$ cat config.mk
export PLATFORM = sky130hd
export DESIGN_NAME = glm_scan_driver
export DESIGN_NICKNAME = d
export VERILOG_FILES = /design/src/rtl/glm_scan_driver.sv
export SDC_FILE = /design/constraint.sdc
export NUM_CORES = 1
export LEC_CHECK = 0
export CORE_MARGIN = 1
export CORE_UTILIZATION = 40
export DETAILED_ROUTE_END_ITERATION = 8
export PLACE_DENSITY = 0.62
export SLEW_MARGIN = 10
export SYNTH_ARGS = -nofsm -noshare
export SYNTH_HDL_FRONTEND = slang
export SYNTH_SLANG_ARGS = --single-unit
export TNS_END_PERCENT = 5
$ cat constraint.sdc
create_clock -name clk -period 3.6 [get_ports clk]
set_input_delay 0.36 -clock clk [delete_from_list [all_inputs] [get_ports clk]]
set_output_delay 0.36 -clock clk [all_outputs]
set_load 0.01 [all_outputs]
$ cat src/rtl/glm_scan_driver.sv
// HUB75 1/8-scan row-pair refresh: reads pixel pairs from a 1-clk-latency framebuffer RAM, shifts a
// row out on the GLM_* pins, latches it, then lights it for a brightness-controlled window.
module glm_scan_driver #(
  parameter int unsigned COLS        = 32,
  parameter int unsigned CLK_DIV     = 2,
  parameter int unsigned DISP_CYCLES = 256,
  localparam int unsigned COL_BITS   = $clog2(COLS)
) (
  input  logic                  clk,
  input  logic                  rst_n,
  input  logic                  enable,
  input  logic [7:0]            brightness,
  output logic [3+COL_BITS-1:0] fb_addr,
  input  logic [5:0]            fb_data,
  output logic                  GLM_R1,
  output logic                  GLM_G1,
  output logic                  GLM_B1,
  output logic                  GLM_R2,
  output logic                  GLM_G2,
  output logic                  GLM_B2,
  output logic                  GLM_A,
  output logic                  GLM_B,
  output logic                  GLM_C,
  output logic                  GLM_OE,
  output logic                  GLM_LAT,
  output logic                  GLM_CLK,
  output logic                  frame_start
);

  localparam int unsigned CNT_MAX = (DISP_CYCLES > CLK_DIV) ? DISP_CYCLES : CLK_DIV;
  localparam int unsigned CNT_W   = $clog2(CNT_MAX + 1);

  localparam logic [CNT_W-1:0]    DivLast  = CNT_W'(CLK_DIV - 1);
  localparam logic [CNT_W-1:0]    DispLast = CNT_W'(DISP_CYCLES - 1);
  localparam logic [COL_BITS-1:0] ColLast  = COL_BITS'(COLS - 1);

  typedef enum logic [2:0] {
    StIdle, StAddr, StDlow, StDhigh, StBlank, StLatch, StDisplay
  } state_e;

  state_e              state;
  logic [2:0]          row;
  logic [COL_BITS-1:0] col;
  logic [CNT_W-1:0]    cnt;
  logic [7:0]          bright;
  logic [5:0]          rgb;
  logic [2:0]          sel;

  assign {GLM_B2, GLM_G2, GLM_R2, GLM_B1, GLM_G1, GLM_R1} = rgb;
  assign {GLM_C, GLM_B, GLM_A} = sel;

  always_ff @(posedge clk or negedge rst_n) begin
    if (!rst_n) begin
      state       <= StIdle;
      row         <= '0;
      col         <= '0;
      cnt         <= '0;
      bright      <= '0;
      rgb         <= '0;
      sel         <= '0;
      fb_addr     <= '0;
      GLM_OE      <= 1'b1;
      GLM_LAT     <= 1'b0;
      GLM_CLK     <= 1'b0;
      frame_start <= 1'b0;
    end else begin
      frame_start <= 1'b0;
      unique case (state)
        StIdle: begin
          GLM_OE  <= 1'b1;
          GLM_CLK <= 1'b0;
          if (enable) begin
            state       <= StAddr;
            col         <= '0;
            fb_addr     <= {row, {COL_BITS{1'b0}}};
            frame_start <= (row == 3'd0);
          end
        end
        StAddr: begin
          state <= StDlow;
          cnt   <= '0;
        end
        StDlow: begin
          // RAM data for the address shown in ADDR is only valid in this first cycle
          if (cnt == '0) rgb <= fb_data;
          if (cnt == DivLast) begin
            state   <= StDhigh;
            cnt     <= '0;
            GLM_CLK <= 1'b1;
          end else begin
            cnt <= cnt + 1'b1;
          end
        end
        StDhigh: begin
          if (cnt == DivLast) begin
            GLM_CLK <= 1'b0;
            cnt     <= '0;
            if (col != ColLast) begin
              col     <= col + 1'b1;
              fb_addr <= {row, col + 1'b1};
              state   <= StAddr;
            end else begin
              state <= StBlank;
            end
          end else begin
            cnt <= cnt + 1'b1;
          end
        end
        StBlank: begin
          GLM_OE  <= 1'b1;
          GLM_LAT <= 1'b1;
          sel     <= row;
          bright  <= brightness;
          cnt     <= '0;
          state   <= StLatch;
        end
        StLatch: begin
          if (cnt == DivLast) begin
            GLM_LAT <= 1'b0;
            GLM_OE  <= (bright == 8'd0);
            cnt     <= '0;
            state   <= StDisplay;
          end else begin
            cnt <= cnt + 1'b1;
          end
        end
        StDisplay: begin
          if (cnt == DispLast) begin
            GLM_OE <= 1'b1;
            row    <= row + 3'd1;
            cnt    <= '0;
            if (enable) begin
              state       <= StAddr;
              col         <= '0;
              fb_addr     <= {row + 3'd1, {COL_BITS{1'b0}}};
              frame_start <= (row == 3'd7);
            end else begin
              state <= StIdle;
            end
          end else begin
            cnt <= cnt + 1'b1;
            // OE for the next cycle; brightness above DISP_CYCLES saturates naturally
            GLM_OE <= !((32'(cnt) + 32'd1) < 32'(bright));
          end
        end
        default: state <= StIdle;
      endcase
    end
  end

endmodule

Yosys cells after proc, flatten, opt, wreduce, memory -nomap -nowiden

Cells that the tools add are included.

Logic and storage cells: 88
Flip-flop bits (word level): 49
Output and inout bits: 21
Input port bits: 17

Reductions and logical operators: 21
Add/sub/neg operators: 4
Equal/unequal tests: 17
Multiplexer cells: 33
Order comparisons: 1

Operator list:

| cell                 | number |
|---|---|
| $mux 8               | 5 |
| $pmux 9 s3           | 1 |
| $pmux 8 s3           | 1 |
| $pmux 3 s7           | 1 |
| $mux 5               | 4 |
| $mux 3               | 6 |
| $mux 9               | 2 |
| $pmux 5 s3           | 1 |
| $ne 2x2->1 const B   | 7 |
| $eq 3x3->1 const B   | 4 |
| $reduce_bool 3->1    | 4 |
| $add 9x1->10 const B | 1 |
| $lt 10x8->1          | 1 |
| $add 9x1->9 const B  | 1 |
| $eq 9x1->1 const B   | 1 |
| $eq 9x8->1 const B   | 1 |
| $logic_not 9->1      | 1 |
| $logic_not 8->1      | 1 |
| $mux 1               | 8 |
| $reduce_and 2->1     | 4 |
| $eq 3x2->1 const B   | 2 |
| $logic_not 3->1      | 2 |
| $pmux 1 s3           | 2 |
| $reduce_and 6->1     | 1 |
| 12 further kinds     | 14 |

Longest topological paths before layout

Gate-level depths: netlist (run 1).

Depth after elaboration: 5
Mapped depth: 13
Depth with buffers taken out: 10

Least setup slack after synthesis (run 1)

Ideal clock, no wire load.

Path type: register -> register
From: reg cnt[3]
To: reg col[4]
Data arrival time: 2.191 ns
Path buffers: 3
Path slack: 1.284 ns
Stages on the path, launching flop included: 14
Data required time: 3.475 ns
Cell sequence: dfrtp_1 -> buf_2 -> and4_1 -> and3_1 -> nand2_1 -> inv_1 -> ha_1 -> buf_2 -> nand2_1 -> a31oi_1 -> o22ai_1 -> o21bai_2 -> buf_6 -> mux2_4

Word-level cells in the longest chain between the ends: 3
Elaborated cells between the ends (all ways): 5

RTL lines:

| element                                  | RTL line | source |
|---|---|---|
| start: declaration                       | 44       | `logic [CNT_W-1:0] cnt;` |
| start signal: assignment                 | 91       | `cnt <= cnt + 1'b1;` |
| start signal: assignment                 | 106      | `cnt <= cnt + 1'b1;` |
| start signal: assignment                 | 124      | `cnt <= cnt + 1'b1;` |
| $eq 9x8->1 or $eq 9x1->1 (tied branches) | 128, 95  |  |
| $ne 2x2->1 (no line)                     | --       |  |
| $reduce_and 4->1 (no line) *             | --       |  |
| end signal: assignment                   | 99       | `col <= col + 1'b1;` |
| end: declaration                         | 43       | `logic [COL_BITS-1:0] col;` |

Every way passes the cells marked *; elsewhere a longest branch is shown, timed or not.
A chain may end at the register's enable or synchronous reset.

Worst setup path after layout (run 1)

From: reg cnt[2]
To: reg fb_addr[4]

Word-level cells in the longest chain between the ends: 3
Elaborated cells between the ends (all ways): 5

RTL lines:

| element                                  | RTL line | source |
|---|---|---|
| $eq 9x8->1 or $eq 9x1->1 (tied branches) | 128, 95  |  |
| $ne 2x2->1 (no line)                     | --       |  |
| $reduce_and 6->1 (no line) *             | --       |  |
| end signal: assignment                   | 75       | `fb_addr <= {row, {COL_BITS{1'b0}}};` |
| end signal: assignment                   | 100      | `fb_addr <= {row, col + 1'b1};` |
| end signal: assignment                   | 135      | `fb_addr <= {row + 3'd1, {COL_BITS{1'b0}}};` |
| end: declaration                         | 13       | `output logic [3+COL_BITS-1:0] fb_addr,` |

Marks and branches as above.

==> results.py, run 1 <==
metrics = {
    "status": {
        "status": "completed",
    },
    "detailed_routing": {
        "num_vias": 1947,
        "vias_per_cell": 5.32,
        "first_iter_violations": 142,
        "drc_errors": 0,
        "drtAntennaViolNets": 0,
        "first_pass_iters": 4,
        "wl_per_cell_um": 14.3,
        "wirelength_um": 5250,
    },
    "grt": {
        "grt_usage": 0.165,
        "antenna_found_initial": 0,
        "grt_pass1_vias": 1889,
        "grt_max_degree": 50,
        "grt_pass1_wl_um": 9230,
        "overflow": 0,
    },
    "synth": {
        "synth_area_leaders": "dfrtp_1 45%, ha_1 8.0%, mux2_2 6.8%",
        "syn_inst": 256,
        "yosysTopAreaCellShare": 0.452,
        "synth_largest_area_cell": "dfrtp_1",
        "ys_ff_latch": 49,
        "syn_area_mm2": 0.00266,
        "avgSynthCellArea_um2": 10.4,
        "ys_types": 44,
        "syn_nets": 290,
        "ys_seq_area_frac": 0.462,
        "synth_warnings": 0,
    },
    "floorplanning": {
        "row_count": 29,
        "fp.dieW_um": 83.5,
        "core_mm2": 0.00639,
        "io_pins": 38,
        "die_h_um": 83.5,
        "start_util": 0.416,
        "die_area_mm2": 0.00697,
    },
    "worst_setup_path": {
        "worst_ep_required_time_ps": 3800,
        "r2r_slack_ps": 970,
        "path_class": "reg2reg",
        "critPathLaunch": "cnt[2]",
        "cp.arrival_ps": 2820,
        "cp-start-kind": "flop",
        "path_max_fanout": 13,
        "timing.rr.start": "cnt[2]",
        "cp-end-kind": "flop",
    },
    "clocking": {
        "cts.sinks": 49,
        "cts_root_buf": "clkbuf_8",
        "postCtsHoldBufs": 0,
        "clk_path_buf_depth": 2,
        "cts_setup_buffers": 0,
        "clock_latency_ps": 310,
        "path_clk_slew_ps": 90,
        "cts_resized": 0,
        "cts_tree": "done",
        "cts-htree-levels": 2,
        "cts_buffers": 5,
    },
    "final_layout": {
        "fillers": 608,
        "multiInputGateArea_mm2": 0.00130,
        "area_growth_pct": 18.2,
        "fin_nets": 322,
        "seq_area_mm2": 0.00123,
        "diodes": 0,
        "drive_gt1_frac": 0.111,
        "final_cells": 366,
    },
    "placement": {
        "hpwlAfterDp_um": 3780,
        "io_buffers": 37,
        "pre_cts_ws_ps": 1020,
        "gp_congestion": 0.873,
        "dpl.cell_count": 358,
    },
    "sta": {
        "skew_ps": 7.49,
        "drv_slew": 0,
        "setup-violations-final": 0,
        "max_freq_mhz": 381,
        "fin_tns_setup_ps": 0,
        "period_needed_ps": 2630,
        "worstMarginPinSlew_ps": 732,
        "fin_ws_ps": 974,
        "min_period_over_period": 0.729,
        "hold_violations": 0,
        "maxSlewHeadroom": 0.512,
        "grt_setup_unrepaired": "false",
    },
    "pwr": {
        "ir_drop_v": 0.000318,
        "total_power_w": 0.00180,
        "leakage_nw": 1.48,
        "power_density_mw_per_mm2": 575,
    },
    "job": {
        "maxCapViolations": 0,
    },
    "min_path": {
        "min_path_type": "in2async",
    },
}
[Yosys cell counts, drive strengths merged]
master / n
clkbuf: 5
a21o: 3
a211o: 1
o211ai: 2
nand2: 29
and4: 1
nand2b: 5
o21bai: 1
nor2b: 4
o22ai: 2
a31oi: 8
nor3: 6
buf: 7
nor4: 5
ha: 17
a2111oi: 1
nor2: 7
dfstp: 1
mux2: 19
a22o: 8
inv: 17
nand3b: 1
or3: 1
nor4b: 2
and3: 6
a21boi: 1
xor2: 4
a21oi: 7
nand4: 3
a31o: 1
and3b: 1
a221o: 1
dfrtp: 48
a211oi: 2
nand3: 7
o21ai: 15
nor3b: 1
xnor2: 5
o21a: 1
[through the flow]
step,hold WS (ps),cell area [um2],utilization
3_3_place_gp,465,3050,0.477
2_1_floorplan,64.4,2660,-
6_report,56.7,3140,0.492
3_5_place_dp,465,3050,0.477
4_1_cts,290,3140,0.491
5_1_grt,118,3140,0.492
[state kept, by name, indices dropped and copies added (netlist names)]
name         count
rgb              6
row              3
sel              3
GLM_LAT          1
state            3
fb_addr          8
col              5
frame_start      1
cnt              9
GLM_CLK          1
bright           8
GLM_OE           1
[critical path: stages, from the launching register on]
cell and delay (ps):
dfrtp_1 510, and4_1 280, and3_1 190, nand2_1 80
inv_1 80, ha_1 310, nand2_1 80, a31oi_1 160
o22ai_1 110, o21bai_2 350, mux2_4 360
[worst paths after layout]
path                                    to  cells after the start
worst min-delay path            fb_addr[0]                      1
min in group clk                fb_addr[3]                      1
worst max register to register  fb_addr[4]                     10
max in group asynchronous         state[1]                      1
worst max-delay path            fb_addr[4]                     10
worst min register to register  fb_addr[3]                      1
[cell type report]
class                   count  share of cell area
flip-flops and latches     49               0.391
clock buffers               6              0.0231
well taps                  77              0.0307
multi-input cells         178               0.413
repair buffers             37               0.117
inverters                  17              0.0203
clock inverters             2             0.00478
[logic make-up (layout without fill, tap and decap cells)]
family / Yosys count / count (layout) / synth area share
and+or+nand+nor: 79 / 79 / 0.156
AOI/OAI and AO/OA: 54 / 54 / 0.137
DFF: 49 / 49 / 0.462
buffers and inverters: 29 / 62 / 0.0495
muxes: 19 / 19 / 0.0848
adders and majority gates: 17 / 17 / 0.0801
xor gates and xnor gates: 9 / 9 / 0.0297
[power by group]
group          leakage, nW  internal [W]  switching [W]
combinational        0.827      0.000337       0.000365
sequential           0.615      0.000655       0.000122
clock               0.0374      0.000137       0.000189
total                 1.48       0.00113       0.000676
[layout by cell type, fill, tap and decap left out, drive strengths merged, types with 2 or more instances in the layout]
master | netlist | final
a21o | 3 | 3
xnor2 | 5 | 5
xor2 | 4 | 4
nand2b | 5 | 5
o211ai | 2 | 2
nand4 | 3 | 3
nor4b | 2 | 2
mux2 | 19 | 19
clkdlybuf4s50 | 0 | 36
nand2 | 29 | 29
a31oi | 8 | 8
nor3 | 6 | 6
dfrtp | 48 | 48
clkinvlp | 0 | 2
and3 | 6 | 6
nand3 | 7 | 7
inv | 17 | 17
nor4 | 5 | 5
nor2b | 4 | 4
clkbuf | 5 | 6
a21oi | 7 | 7
a22o | 8 | 8
ha | 17 | 17
o22ai | 2 | 2
a211oi | 2 | 2
o21ai | 15 | 15
nor2 | 7 | 7
[metal layers]
metal,GRT usage,part of all wire,vias to the layer above
li1,-,-,968
met1,0.242,0.52,943
met2,0.241,0.44,34
met3,0.0366,0.031,2
met4,0.0555,0.0091,0
met5,0,0,-
Note: power is estimated with default switching activity, not from simulation.
==> run 2: changes to the inputs <==
- clock period: 3.6 -> 2.7 ns (I/O delays scaled with it)
==> run 2 against run 1 <==
Net effect: clock power rose by 90%; die area unchanged; power rose by 44%; clock-buffer cell count decreased by 1; non-clock buffer count up 5; first-iteration DRC count decreased by 44%; fmax increased by 8.0%; sequential cell count did not move; combinational power up 35%; critical path type unchanged; critical endpoint is now fb_addr[7]; largest power group unchanged.
==> results.py, run 2 (same netlist as run 1, synthesis figures left out) <==
metrics = {
    "status": {
        "status": "completed",
    },
    "detailed_routing": {
        "first_iter_violations": 80,
        "vias_per_cell": 5.32,
        "num_vias": 1972,
        "wl_per_cell_um": 14.3,
        "drc_errors": 0,
        "wirelength_um": 5310,
        "drtAntennaViolNets": 0,
        "first_pass_iters": 4,
    },
    "clocking": {
        "path_clk_slew_ps": 90,
        "clk_path_buf_depth": 2,
        "cts-htree-levels": 2,
        "cts_tree": "done",
        "cts.sinks": 49,
        "clock_latency_ps": 300,
        "cts_setup_buffers": 0,
        "cts_buffers": 5,
        "cts_root_buf": "clkbuf_8",
    },
    "floorplanning": {
        "fp.dieW_um": 83.5,
        "die_area_mm2": 0.00697,
        "die_h_um": 83.5,
        "row_count": 29,
        "start_util": 0.416,
        "io_pins": 38,
        "core_mm2": 0.00639,
    },
    "sta": {
        "whs_ps": 493,
        "fin_tns_setup_ps": 0,
        "min_period_over_period": 0.900,
        "drv_slew": 0,
        "worstMarginPinSlew_ps": 655,
        "skew_ps": 7.65,
        "hold_violations": 0,
        "max_freq_mhz": 411,
        "period_needed_ps": 2430,
        "setup-violations-final": 0,
        "maxSlewHeadroom": 0.563,
        "grt_setup_unrepaired": "false",
    },
    "final_layout": {
        "final_cell_mix": "48 x dfrtp_1, 36 x clkdlybuf4s50_1, 29 x nand2_1",
        "largest_register_ffs": 9,
        "area_growth_pct": 21.4,
        "regMostFlops": "cnt",
        "drive_gt1_frac": 0.126,
        "reg.largest.list": "cnt x9, bright x8, fb_addr x8",
        "fin_nets": 327,
        "fillers": 599,
        "seq_area_mm2": 0.00123,
        "mostFrequentLayoutCell": "dfrtp_1",
        "multiInputGateArea_mm2": 0.00130,
        "diodes": 0,
        "final_cells": 371,
    },
    "worst_setup_path": {
        "r2r_slack_ps": 270,
        "cp-start-kind": "flop",
        "reg2reg_to": "fb_addr[7]",
        "path_class": "reg2reg",
        "reg2reg_depth": 10,
        "path_max_fanout": 13,
        "timing.rr.start": "cnt[2]",
        "worst_ep_required_time_ps": 2890,
        "cp.arrival_ps": 2620,
        "cp-end-kind": "flop",
    },
    "job": {
        "maxCapViolations": 0,
    },
    "grt": {
        "grt_pass1_wl_um": 9000,
        "overflow": 0,
        "grt_pass1_vias": 1881,
        "antenna_found_initial": 0,
        "grt_usage": 0.160,
        "grt_max_degree": 26,
    },
    "placement": {
        "gp_congestion": 0.852,
        "io_buffers": 37,
        "hpwlAfterDp_um": 3930,
        "dpl.cell_count": 362,
    },
    "pwr": {
        "power_density_mw_per_mm2": 808,
        "ir_drop_v": 0.000479,
        "leakage_nw": 1.53,
    },
    "min_path": {
        "min_path_type": "in2async",
    },
}
## run 2: layout make-up
class                      instances  share of cell area
inverter                          17              0.0198
tap                               77              0.0299
clock buffer                       5              0.0214
timing repair buffer              42               0.126
sequential                        49               0.381
clock inverter                     3              0.0202
multi-input combinational        178               0.402
## run 2: worst max path at each step
stage	from	slack, ps	endpoint	cells after the start
final	cnt[2]	270	fb_addr[7]	10
after global routing	cnt[2]	90	fb_addr[7]	10
after CTS	cnt[2]	270	fb_addr[7]	10
after detailed placement	cnt[2]	310	fb_addr[7]	10
after global placement	cnt[2]	350	col[4]	10
after floorplan	cnt[3]	380	col[4]	13
## run 2: through the flow
stage	setup slack [ps]	total power, W	util	cell area, um2
floorplan	384	0.00168	-	2660
global placement	354	0.00199	0.482	3080
CTS	271	0.00262	0.505	3220
detailed placement	311	0.00199	0.482	3080
finish	269	0.00261	0.505	3220
global route	88.1	0.00276	0.505	3220
## run 2: critical path, stage by stage (launching register included)
cell and delay (ps):
dfrtp_1 510, and4_1 280, and3_1 180, nand2_1 80, inv_1 70, ha_1 160, nand2_1 60, a31oi_1 160
o22ai_1 110, o21bai_2 350, mux2_4 360
## run 2: what timing repair did
action | in CTS | in global routing
hold endpoints to repair | 23 | 0
setup endpoints to repair | 0 | 0
gates resized for setup | 0 | 0
hold buffers | 1 | 0
## run 2: per-layer routing
metal | share of wire | routed length, um | GRT usage
met2 | 0.42 | 2250 | 0.235
met5 | 0 | 0 | 0
met3 | 0.035 | 184 | 0.0257
met4 | 0.012 | 66 | 0.0508
met1 | 0.53 | 2800 | 0.240
## run 2: report_power, final
group | internal [W] | total (W) | switching (W)
Clock | 0.000368 | 0.000620 | 0.000252
Sequential | 0.000873 | 0.00104 | 0.000164
Combinational | 0.000460 | 0.000949 | 0.000489
==> run 3: changes to the inputs <==
- CTS_CLUSTER_DIAMETER: default -> 120
==> results of run 3 <==
No change in the layout: final DEF, timing and power equal those of run 2.
